**src/rtl/control_sequencer.sv**
```systemverilog
// -----------------------------------------------------------------------------
// control_sequencer
//
// Microcoded control unit for a simple 8-bit bus machine. Each instruction is
// a fixed two-step fetch (T0, T1) followed by up to three execute steps
// (T2..T4) selected by the opcode nibble and the latched carry/zero flags.
// The control word is decoded combinationally from the current step, opcode,
// flags, halted state and reset; only the step counter and the halted flag
// are registered.
//
// Parameters:
//   EARLY_END  1: an instruction ends as soon as its next microstep is empty
//              0: every instruction runs all five steps
//
// Ports:
//   clk      system clock, rising edge
//   rst      synchronous active-high reset
//   opcode   instruction upper nibble (not latched here)
//   cf, zf   latched carry / zero flags
//   hlt..fi  control lines; ro, io, ao, eo and co drive the bus
//   step     current microstep (0..4)
//   halted   processor stopped; cleared only by rst
// -----------------------------------------------------------------------------
module control_sequencer #(
    parameter bit EARLY_END = 1'b1
) (
    input  logic       clk,
    input  logic       rst,
    input  logic [3:0] opcode,
    input  logic       cf,
    input  logic       zf,
    output logic       hlt,
    output logic       mi,
    output logic       ri,
    output logic       ro,
    output logic       io,
    output logic       ii,
    output logic       ai,
    output logic       ao,
    output logic       eo,
    output logic       su,
    output logic       bi,
    output logic       oi,
    output logic       ce,
    output logic       co,
    output logic       j,
    output logic       fi,
    output logic [2:0] step,
    output logic       halted
);

    typedef enum logic [2:0] {
        T0 = 3'd0,
        T1 = 3'd1,
        T2 = 3'd2,
        T3 = 3'd3,
        T4 = 3'd4
    } step_t;

    // Control word layout, MSB first: hlt mi ri ro io ii ai ao eo su bi oi ce co j fi
    localparam logic [15:0] CW_HLT = 16'h8000;
    localparam logic [15:0] CW_MI  = 16'h4000;
    localparam logic [15:0] CW_RI  = 16'h2000;
    localparam logic [15:0] CW_RO  = 16'h1000;
    localparam logic [15:0] CW_IO  = 16'h0800;
    localparam logic [15:0] CW_II  = 16'h0400;
    localparam logic [15:0] CW_AI  = 16'h0200;
    localparam logic [15:0] CW_AO  = 16'h0100;
    localparam logic [15:0] CW_EO  = 16'h0080;
    localparam logic [15:0] CW_SU  = 16'h0040;
    localparam logic [15:0] CW_BI  = 16'h0020;
    localparam logic [15:0] CW_OI  = 16'h0010;
    localparam logic [15:0] CW_CE  = 16'h0008;
    localparam logic [15:0] CW_CO  = 16'h0004;
    localparam logic [15:0] CW_J   = 16'h0002;
    localparam logic [15:0] CW_FI  = 16'h0001;
    localparam int          HLT_BIT = 15;

    step_t       step_r;
    logic        halted_r;
    step_t       step_nxt_s;
    logic [15:0] word_s;
    logic [15:0] ctrl_s;
    logic [15:0] next_word_s;
    logic [2:0]  step_inc_s;

    // Microcode ROM. Each word drives at most one of ro/io/ao/eo/co, so the
    // bus can never be contended. Step values above T4 decode to empty so the
    // look-ahead from T4 is harmless.
    function automatic logic [15:0] micro_word(
        input logic [3:0] op,
        input logic [2:0] st,
        input logic       c,
        input logic       z
    );
        logic [15:0] w;
        w = 16'h0000;
        case (st)
            3'd0: w = CW_CO | CW_MI;
            3'd1: w = CW_RO | CW_II | CW_CE;
            3'd2: begin
                case (op)
                    4'h1, 4'h2, 4'h3, 4'h4: w = CW_IO | CW_MI;
                    4'h5:    w = CW_IO | CW_AI;
                    4'h6:    w = CW_IO | CW_J;
                    4'h7:    w = c ? (CW_IO | CW_J) : 16'h0000;
                    4'h8:    w = z ? (CW_IO | CW_J) : 16'h0000;
                    4'hE:    w = CW_AO | CW_OI;
                    4'hF:    w = CW_HLT;
                    default: w = 16'h0000;
                endcase
            end
            3'd3: begin
                case (op)
                    4'h1:       w = CW_RO | CW_AI;
                    4'h2, 4'h3: w = CW_RO | CW_BI;
                    4'h4:       w = CW_AO | CW_RI;
                    default:    w = 16'h0000;
                endcase
            end
            3'd4: begin
                case (op)
                    4'h2:    w = CW_EO | CW_AI | CW_FI;
                    4'h3:    w = CW_EO | CW_AI | CW_SU | CW_FI;
                    default: w = 16'h0000;
                endcase
            end
            default: w = 16'h0000;
        endcase
        return w;
    endfunction

    // Decode the live control word; reset blanks everything, halt leaves only hlt.
    always_comb begin
        word_s = micro_word(opcode, step_r, cf, zf);
        if (rst) begin
            ctrl_s = 16'h0000;
        end else if (halted_r) begin
            ctrl_s = CW_HLT;
        end else begin
            ctrl_s = word_s;
        end
    end

    // Next-step selection; the early-end look-ahead uses the current opcode and flags.
    always_comb begin
        step_inc_s  = step_r + 3'd1;
        next_word_s = micro_word(opcode, step_inc_s, cf, zf);
        if (step_r == T4) begin
            step_nxt_s = T0;
        end else if ((EARLY_END == 1'b1) && (step_r != T0) && (next_word_s == 16'h0000)) begin
            step_nxt_s = T0;
        end else begin
            step_nxt_s = step_t'(step_inc_s);
        end
    end

    // Step/halt state; reset wins over halt, and a halt freezes the step counter.
    always_ff @(posedge clk) begin
        if (rst) begin
            step_r   <= T0;
            halted_r <= 1'b0;
        end else if (ctrl_s[HLT_BIT]) begin
            halted_r <= 1'b1;
        end else begin
            step_r   <= step_nxt_s;
        end
    end

    assign {hlt, mi, ri, ro, io, ii, ai, ao, eo, su, bi, oi, ce, co, j, fi} = ctrl_s;
    assign step   = step_r;
    assign halted = halted_r;

endmodule

```
**config.mk**
```make
export PLATFORM = sky130hd
export DESIGN_NAME = control_sequencer
export DESIGN_NICKNAME = d
export VERILOG_FILES = /design/src/rtl/control_sequencer.sv
export SDC_FILE = /design/constraint.sdc
export NUM_CORES = 1
export LEC_CHECK = 0
export BUFFER_PORTS_ARGS = -buffer_cell sky130_fd_sc_hd__buf_2
export CORE_ASPECT_RATIO = 1.25
export CORE_MARGIN = 1
export CORE_UTILIZATION = 36
export DETAILED_ROUTE_END_ITERATION = 10
export GPL_ROUTABILITY_DRIVEN = 0
export SETUP_SLACK_MARGIN = 0.02
export SYNTH_ARGS = -nofsm -noshare
export SYNTH_HDL_FRONTEND = slang
export SYNTH_SLANG_ARGS = --single-unit
export TNS_END_PERCENT = 30
```
**constraint.sdc**
```tcl
create_clock -name clk -period 2.2 [get_ports clk]
set_input_delay 0.22 -clock clk [delete_from_list [all_inputs] [get_ports clk]]
set_output_delay 0.22 -clock clk [all_outputs]
set_load 0.01 [all_outputs]
```
==> results of run 1 <==
==> worst max path at each step <==
stage,startpoint,to,slack (ns)
floorplan,step[2]$_SDFFE_PP0N_,step[0]$_SDFFE_PP0N_,0.59
global placement,step[2]$_SDFFE_PP0N_,step[1]$_SDFFE_PP0N_,0.49
detailed placement,step[2]$_SDFFE_PP0N_,step[0]$_SDFFE_PP0N_,0.43
CTS,step[0]$_SDFFE_PP0N_,ai,0.22
global route,step[0]$_SDFFE_PP0N_,mi,0.1
finish,step[0]$_SDFFE_PP0N_,mi,0.22
==> cells by family (layout without fill, tap and decap cells) <==
kind of cell | after synthesis | in the layout | share of synthesized area [%]
fa+ha+maj | 7 | 7 | 12.7
simple gates | 39 | 39 | 35.0
mux | 1 | 1 | 1.64
compound gates | 22 | 22 | 24.0
flops | 4 | 4 | 11.7
buf+inv | 20 | 44 | 14.9
==> layout make-up <==
cell class | instances | area, um^2
Clock buffer | 3 | 22.5
Fill cell | 209 | 968
Inverter | 14 | 52.6
Multi-Input combinational cell | 69 | 504
Sequential cell | 4 | 80.1
Tap cell | 19 | 23.8
Timing Repair Buffer | 27 | 135
==> registers in the layout, indices dropped and copies added, names as in the netlist <==
signal	cells
halted	1
step	3
==> Yosys cell counts, drive strengths merged (2+ instances only) <==
cell type  count
nand3          5
buf            6
nand4          2
nor2b          2
nand2          8
nor3           4
a211oi         3
dfxtp          4
inv           14
o21ai          6
ha             7
and4bb         2
o211ai         2
and3           2
nor2           7
o31ai          3
o2111ai        2
==> per-layer routing <==
metal,part of all wire [%],up-vias,track usage [%]
met4,0.57,0,8.33
li1,-,379,-
met1,46,347,24.5
met3,4.7,2,0.870
met5,0,-,0
met2,49,25,32.0
==> report_power, final <==
group,switching (uW),total (uW),internal [uW]
clock network,31.2,92.4,61.1
registers,28.2,123,94.6
logic,262,440,179
total,321,656,334
==> worst min-delay path: cells and delay by family <==
family                 cells  cell delay (ns)
AOI/OAI and AO/OA          1             0.05
and+or+nand+nor            2             0.15
buffers and inverters      1             0.12
==> layout by cell type, fill, tap and decap left out, types with 3 or more instances in the layout <==
| cell | Yosys | final |
|---|---|---|
| buf_2 | 1 | 27 |
| inv_1 | 14 | 14 |
| nand2_1 | 8 | 8 |
| nor2_1 | 7 | 7 |
| ha_1 | 7 | 7 |
| nand3_1 | 5 | 5 |
| o21ai_1 | 4 | 4 |
| dfxtp_1 | 4 | 4 |
| clkbuf_4 | 0 | 3 |
==> through the flow <==
stage / worst slack [ns] / total power [uW] / instances
final: 0.224 / 656 / 136
after global routing: 0.0957 / 723 / 136
after CTS: 0.222 / 662 / 136
after detailed placement: 0.432 / 563 / 133
after global placement: 0.495 / 556 / 133
after floorplan: 0.587 / 435 / 93
==> summary.txt, run 1 <==
Global route
  • GRT Residual Overflow: 0
  • Largest net degree at the start of global routing: 15
  • First-pass GRT wire length: 2.91 mm
  • Vias in the first global route: 707
  • Initial antenna violation count: 0
  • GRT Util Overall: 19.3%

CTS
  • Clock sink total: 4
  • Hold Buf Count CTS: 0
  • H-Tree Depth: 1
  • CTS Buf Count: 3
  • Setup Buffers After CTS: 0
  • Clock Tree Root: clkbuf_4
  • Deepest clock path buffer count: 2
  • Reg clk slew, reported paths: 0.04 ns
  • CTS resizes: 0
  • CTS tree: done
  • Clk_lat worst skew: 0.23 ns

Floorplan
  • Ports: 28
  • Core area: 0.00179 mm^2
  • Die X: 41.1 um
  • Initial core utilization: 38.4%
  • Die height: 50.8 um
  • Die ar.: 0.00209 mm^2
  • Number of cell rows: 17

Final layout
  • Layout Utilization: 45.8%
  • N_diodes: 0
  • Fin area: 818 um^2
  • Area Growth Syn to Fin: 19.1%
  • Layout Nets: 134
  • Layout cell share with drive strength beyond 1: 29.9%

Power
  • Power Dens Cells: 801 mW/mm^2
  • Worst VDD drop: 495 uV
  • P_leak: 0.000445 uW

Yosys
  • Cell accounting for the most synthesized area: ha_1
  • Yosys reg bits: 4
  • Mapped Nets: 108
  • Synth top area cells: ha_1, dfxtp_1, inv_1
  • Yosys warns: 0
  • Post-synth cell types: 37
  • Post-synth EDFFs: 0
  • Mean Syn Cell Area: 7.39 um^2
  • Async set or reset register ratio after synthesis: 0%
  • Top-area cell type share of the netlist area: 12.8%
  • Mapped Area: 687 um^2
  • Seq/Total Area, Yosys: 11.7%
  • Primary FF master, synth: dfxtp_1
  • Mapped Cells: 93

Timing
  • Final Hold Fails: 0
  • Final Critical Period: 1.98 ns
  • Rel. slew slack: 72.1%
  • Final setup viols: 0
  • RSZ-0062 raised after global routing: no
  • Fin Hold WS: 0.361 ns
  • Fmax: 506 MHz
  • Setup tns final: 0 ns
  • Max-slew violation count: 0
  • Worst-Margin Slew: 0.415 ns
  • Period utilization: 89.8%
  • Clock skew: 0.000865 ns

Route
  • DRC: 0
  • Drt first pass iters: 4
  • Post-Route WL: 1.76 mm
  • Average wire per standard cell: 12.9 um
  • Vias per cell: 5.54
  • Via Count: 753
  • Iter 0 DRT Violations: 7
  • Final ANT Viol Nets: 0

Worst setup path
  • Buffers & Inverters on Critical Path: 2
  • CP arrival: 1.76 ns
  • Setup crit end kind: output pin
  • Stages on worst setup path: 6
  • Reg2Reg Depth: 6
  • Flop-to-flop setup slack: 0.41 ns
  • Crit-path cells: inv_1, ha_1, nor4bb_2, nor2_1, nor3_1, buf_2
  • Critical Path Max Stage Delay: 0.34 ns
  • RR Startpoint: step[2]$_SDFFE_PP0N_
  • Crit path max fanout: 5
  • CP top delay family: simple AND/OR/NAND/NOR gates
  • CP max-delay cell: nor4bb_2
  • Worst Path Class, Setup: reg2out
  • Worst r2r dst: step[0]$_SDFFE_PP0N_
  • Critical Path RT: 1.98 ns
  • Startpoint types: register

Hold path
  • Hold path startpoint: rst
  • Hold path depth: 4
  • Worst Hold Endpoint: step[1]$_SDFFE_PP0N_
  • HP Class: in2reg

Place
  • Area after DPL: 796 um^2
  • Post-detail-place hpwl: 1.38 mm
  • Port Buffers: 27

Status
  • Outcome: complete, no violations

Flow run
  • Max-Cap Viols: 0
Power figures use the tool's default switching activity.
==> run 2: changes to the inputs <==
Settings changed: CORE_UTILIZATION 36 to 25.
==> run 2 against run 1 <==
Effect of this change:
- global-route usage down 6.1 points
- clock power down 1%
- final cell count up 10%
- register-to-register slack about the same
- critical endpoint is now ai
- largest cell class unchanged
- highest routed layer unchanged
==> summary.txt, run 2 (same netlist as run 1, synthesis figures left out) <==
Worst setup path
  • RR Startpoint: step[2]$_SDFFE_PP0N_
  • Crit path max fanout: 5 (unchanged)
  • Critical Path Max Stage Delay: 0.39 ns (+0.05 ns)
  • CP arrival: 1.79 ns (+0.03 ns)
  • Worst setup path start: step[0]$_SDFFE_PP0N_
  • Critical Path RT: 1.98 ns (about the same)
  • Crit-path cells: inv_1, ha_1, nor2b_1, mux2_1, nand4_1, o21ai_1, buf_2
  • Setup crit end kind: output pin
  • Worst r2r dst: step[0]$_SDFFE_PP0N_
  • Flop-to-flop setup slack: 0.40 ns (about the same)
  • Startpoint types: register
  • CP max-delay cell: dfxtp_1
  • Reg2Reg Depth: 6 (unchanged)
  • CP endpoint: ai
  • Worst Path Class, Setup: reg2out

CTS
  • Clk_lat worst skew: 0.24 ns (about the same)
  • Hold Buf Count CTS: 0 (unchanged)
  • Deepest clock path buffer count: 2 (unchanged)
  • CTS resizes: 0 (unchanged)
  • Setup Buffers After CTS: 0 (unchanged)
  • Clock sink total: 4 (unchanged)
  • CTS Buf Count: 3 (unchanged)
  • CTS tree: done
  • H-Tree Depth: 1 (unchanged)
  • Reg clk slew, reported paths: 0.04 ns (about the same)
  • Clock Tree Root: clkbuf_4

Route
  • Post-Route WL: 1.82 mm (+3.4%)
  • Drt first pass iters: 4 (unchanged)
  • Average wire per standard cell: 12.1 um (-6.3%)
  • Vias per cell: 5.03 (-9.2%)
  • Final ANT Viol Nets: 0 (unchanged)
  • Via Count: 754 (+0.13%)
  • DRC: 0 (unchanged)
  • Iter 0 DRT Violations: 14 (+7)

Timing
  • Worst-Margin Slew: 0.383 ns (-0.0324 ns)
  • Final setup viols: 0 (unchanged)
  • Final Critical Period: 2.01 ns (+0.0347 ns)
  • Fin Hold WS: 0.353 ns (-0.00743 ns)
  • Setup slack after layout: 0.189 ns (-0.0347 ns)
  • Setup tns final: 0 ns (unchanged)
  • Max-slew violation count: 0 (unchanged)
  • RSZ-0062 raised after global routing: no
  • Clock skew: 0.00849 ns (+0.00763 ns)
  • Fmax: 497 MHz (-1.7%)
  • Rel. slew slack: 74.3% (+2.2 points)
  • Final Hold Fails: 0 (unchanged)
  • Period utilization: 91.4% (+1.6 points)

Final layout
  • Most frequent cells in the layout: buf_2, inv_1, nand2_1, nor2_1, ha_1
  • Area Growth Syn to Fin: 21.7%
  • N_diodes: 0 (unchanged)
  • Footprint of the multi-input gates: 504 um^2 (unchanged)
  • Layout Nets: 134 (unchanged)
  • Max reg flops: 3 (unchanged)
  • Register area: 80.1 um^2 (unchanged)
  • Fillcell total: 281 (+34%)
  • Layout Utilization: 33.1% (-13 points)
  • Layout cell share with drive strength beyond 1: 29.9% (unchanged)
  • Commonest non-fill, non-tap cell in the layout: buf_2

Place
  • Post-detail-place hpwl: 1.42 mm (+3.0%)
  • Post-Place Worst Slack: 0.409 ns (-0.0235 ns)
  • Port Buffers: 27 (unchanged)

Global route
  • Largest net degree at the start of global routing: 15 (unchanged)
  • Initial antenna violation count: 0 (unchanged)
  • GRT Residual Overflow: 0 (unchanged)
  • First-pass GRT wire length: 3.06 mm (+5.2%)
  • GRT Util Overall: 13.2% (-6.1 points)
  • Vias in the first global route: 699 (-1.1%)

Floorplan
  • Initial core utilization: 27.2% (-11 points)
  • Number of cell rows: 20 (+3)
  • Ports: 28 (unchanged)
  • Die X: 48.9 um (+19%)
  • Die height: 60.6 um (+19%)
  • Die ar.: 0.00296 mm^2 (+42%)
  • Core area: 0.00253 mm^2 (+41%)

Power
  • Power Dens Cells: 782 mW/mm^2 (-2.3%)
  • P_leak: 0.000445 uW (unchanged)
  • Pwr Total: 654 uW (-0.26%)
  • Worst VDD drop: 372 uV (-25%)

Status
  • Outcome: complete, no violations

Flow run
  • Max-Cap Viols: 0 (unchanged)

Hold path
  • Hold path depth: 4 (unchanged)
  • HP Class: in2reg
-- run 2: cell counts in the layout (fill, tap and decap cells not counted) --
Identical to the previous run, type by type.
-- run 2: critical path, delay by kind of cell, from the launching register on --
family / cells / cell delay, ns
muxes: 1 / 0.30
buffers and inverters: 2 / 0.27
AOI/OAI and AO/OA: 1 / 0.06
adders and majority gates: 1 / 0.27
and+or+nand+nor: 2 / 0.26
DFF: 1 / 0.39
-- run 2: where the power goes --
part	total, uW	switching (uW)	internal (uW)
Sequential	125	30.5	94.6
Clock	91.3	30.3	61.0
Combinational	437	259	178
Total	654	320	334
-- run 2: area by class of cell --
class	instances	area share, %
Multi-Input combinational cell	69	60.3
Timing Repair Buffer	27	16.2
Sequential cell	4	9.58
Inverter	14	6.29
Tap cell	33	4.94
Clock buffer	3	2.69
-- run 2: metal layers --
layer	share of wire (%)	global-route usage, %	wire [um]	vias up
met5	0	0	0	-
met4	0.22	4.62	4	0
met3	5.3	2.51	97	2
met2	45	21.8	817	33
met1	49	17.3	897	335
li1	-	-	-	384
-- run 2: stage by stage --
stage | area [um^2] | std cells
floorplan | 687 | 93
global placement | 813 | 147
detailed placement | 813 | 147
CTS | 836 | 150
global route | 836 | 150
finish | 836 | 150
-- run 2: how the worst min path moves through the flow --
stage	startpoint	slack (ns)	endpoint
6_report	rst	0.35	step[1]$_SDFFE_PP0N_
5_1_grt	rst	0.37	step[1]$_SDFFE_PP0N_
4_1_cts	rst	0.36	step[1]$_SDFFE_PP0N_
3_5_place_dp	rst	0.60	step[1]$_SDFFE_PP0N_
2_1_floorplan	rst	0.42	step[1]$_SDFFE_PP0N_
3_3_place_gp	rst	0.61	step[1]$_SDFFE_PP0N_
==> run 3: changes to the inputs <==
==> constraint.sdc (replaced) <==
create_clock -name clk -period 2.2 [get_ports clk]
set_input_delay 0.11 -clock clk [delete_from_list [all_inputs] [get_ports clk]]
set_output_delay 0.11 -clock clk [all_outputs]
set_load 0.01 [all_outputs]
==> run 3 against run 2 <==
Effect of this change:
- maximum frequency increased by 7.4%
- sequential cell count unchanged
- utilization stayed put
- die area unchanged
- critical path type unchanged
- design area stayed put
- clock-buffer cell count unchanged
==> summary.txt, run 3 (same netlist as run 1, synthesis figures left out) <==
Status
  • Outcome: complete, no violations

Power
  • P_leak: 0.000445 uW (unchanged)
  • Power Dens Cells: 783 mW/mm^2 (about the same)
  • Worst VDD drop: 452 uV (+22%)

CTS
  • Deepest clock path buffer count: 2 (unchanged)
  • Hold Buf Count CTS: 0 (unchanged)
  • CTS Buf Count: 3 (unchanged)
  • Setup Buffers After CTS: 0 (unchanged)
  • Reg clk slew, reported paths: 0.04 ns (about the same)
  • CTS tree: done
  • H-Tree Depth: 1 (unchanged)
  • Clock Tree Root: clkbuf_4
  • CTS resizes: 0 (unchanged)
  • Clock sink total: 4 (unchanged)
  • Clk_lat worst skew: 0.24 ns (about the same)

Timing
  • Final Hold Fails: 0 (unchanged)
  • Worst-Margin Slew: 0.339 ns (-0.0443 ns)
  • Clock skew: 0.00955 ns (+0.00106 ns)
  • Rel. slew slack: 77.1% (+2.8 points)
  • Final Critical Period: 1.87 ns (-0.139 ns)
  • Period utilization: 85.1% (-6.3 points)
  • Max-slew violation count: 0 (unchanged)
  • Setup slack after layout: 0.328 ns (+0.139 ns)
  • RSZ-0062 raised after global routing: no
  • Fmax: 534 MHz (+7.4%)
  • Setup tns final: 0 ns (unchanged)
  • Final setup viols: 0 (unchanged)

Route
  • DRC: 0 (unchanged)
  • Iter 0 DRT Violations: 21 (+7)
  • Average wire per standard cell: 12.1 um (+0.11%)
  • Via Count: 763 (+1.2%)
  • Vias per cell: 5.09 (+1.2%)
  • Final ANT Viol Nets: 0 (unchanged)
  • Post-Route WL: 1.82 mm (+0.11%)
  • Drt first pass iters: 4 (unchanged)

Worst setup path
  • Crit path max fanout: 5 (unchanged)
  • Critical Path RT: 2.09 ns (+0.11 ns)
  • Buffers & Inverters on Critical Path: 2 (unchanged)
  • Critical Path Max Stage Delay: 0.37 ns (-0.02 ns)
  • Startpoint types: register
  • Crit-path cells: inv_1, ha_1, nor2b_1, mux2_1, nand4_1, o21ai_1, buf_2
  • RR Startpoint: step[2]$_SDFFE_PP0N_
  • CP max-delay cell: dfxtp_1
  • CP top delay family: flip-flops
  • CP arrival: 1.76 ns (-0.03 ns)
  • Worst Path Class, Setup: reg2out
  • Setup crit end kind: output pin
  • Worst setup path start: step[0]$_SDFFE_PP0N_

Floorplan
  • Core area: 0.00253 mm^2 (unchanged)
  • Die height: 60.6 um (unchanged)
  • Die ar.: 0.00296 mm^2 (unchanged)
  • Die X: 48.9 um (unchanged)
  • Number of cell rows: 20 (unchanged)
  • Ports: 28 (unchanged)
  • Initial core utilization: 27.2% (unchanged)

Place
  • Post-Place Worst Slack: 0.479 ns (+0.0705 ns)
  • Post-detail-place hpwl: 1.38 mm (-3.0%)
  • Port Buffers: 27 (unchanged)
  • Placed insts: 147 (unchanged)

Final layout
  • Commonest non-fill, non-tap cell in the layout: buf_2
  • Layout cell share with drive strength beyond 1: 29.9% (unchanged)
  • Finished Layout Cells: 150 (unchanged)
  • N_diodes: 0 (unchanged)
  • Layout Nets: 134 (unchanged)
  • Most frequent cells in the layout: buf_2, inv_1, nand2_1, nor2_1, ha_1
  • Max reg flops: 3 (unchanged)
  • Fillcell total: 280 (-0.36%)
  • Layout Utilization: 33.1% (unchanged)
  • Area Growth Syn to Fin: 21.7% (unchanged)

Global route
  • Initial antenna violation count: 0 (unchanged)
  • First-pass GRT wire length: 3.30 mm (+7.7%)
  • Largest net degree at the start of global routing: 15 (unchanged)
  • Vias in the first global route: 752 (+7.6%)
  • GRT Util Overall: 14.0% (+0.83 points)
  • GRT Residual Overflow: 0 (unchanged)

Flow run
  • Max-Cap Viols: 0 (unchanged)

Hold path
  • HP Class: in2reg
  • Hold path startpoint: rst
==> run 3: cell counts in the layout (fill, tap and decap cells not counted) <==
No cell type changed its count.
==> run 3: worst paths after layout <==
| check | slack [ns] | depth (start not counted) | to |
|---|---|---|---|
| worst max-delay path | 0.33 | 7 | ai |
| worst min-delay path | 0.26 | 4 | step[1]$_SDFFE_PP0N_ |
| worst max register to register | 0.47 | 6 | step[0]$_SDFFE_PP0N_ |
| worst min register to register | 0.61 | 2 | step[1]$_SDFFE_PP0N_ |
==> run 3: tightest hold or removal path, stage by stage <==
cell,delay (ns)
buf_2,0.12
nor3_2,0.07
nand3_1,0.08
o21ai_1,0.05
==> run 3: routing by layer <==
metal | wire length (um) | vias up | global-route usage [%]
met5 | 0 | - | 0
met4 | 14 | 0 | 8.82
met3 | 145 | 3 | 3.26
met2 | 785 | 37 | 21.6
met1 | 874 | 341 | 17.9
li1 | - | 382 | -
==> run 3: through the flow <==
stage          power, uW  hold slack [ns]  instance area, um^2
2_1_floorplan        435            0.309                  687
3_3_place_gp         554            0.496                  813
3_5_place_dp         561            0.492                  813
4_1_cts              658            0.250                  836
5_1_grt              724            0.291                  836
6_report             654            0.256                  836
==> run 3: where the power goes <==
part           leakage, uW  internal (uW)  switching, uW
combinational     0.000399            178            259
clock            0.0000138           61.3           33.4
sequential       0.0000327           94.6           28.2
total             0.000445            334            321
==> run 3: cell type report <==
| class | instances | area (um^2) | share of cell area [%] |
|---|---|---|---|
| timing repair buffer | 27 | 135 | 16.2 |
| clock buffer | 3 | 22.5 | 2.69 |
| sequential | 4 | 80.1 | 9.58 |
| multi-input combinational | 69 | 504 | 60.3 |
| inverter | 14 | 52.6 | 6.29 |
| tap | 33 | 41.3 | 4.94 |
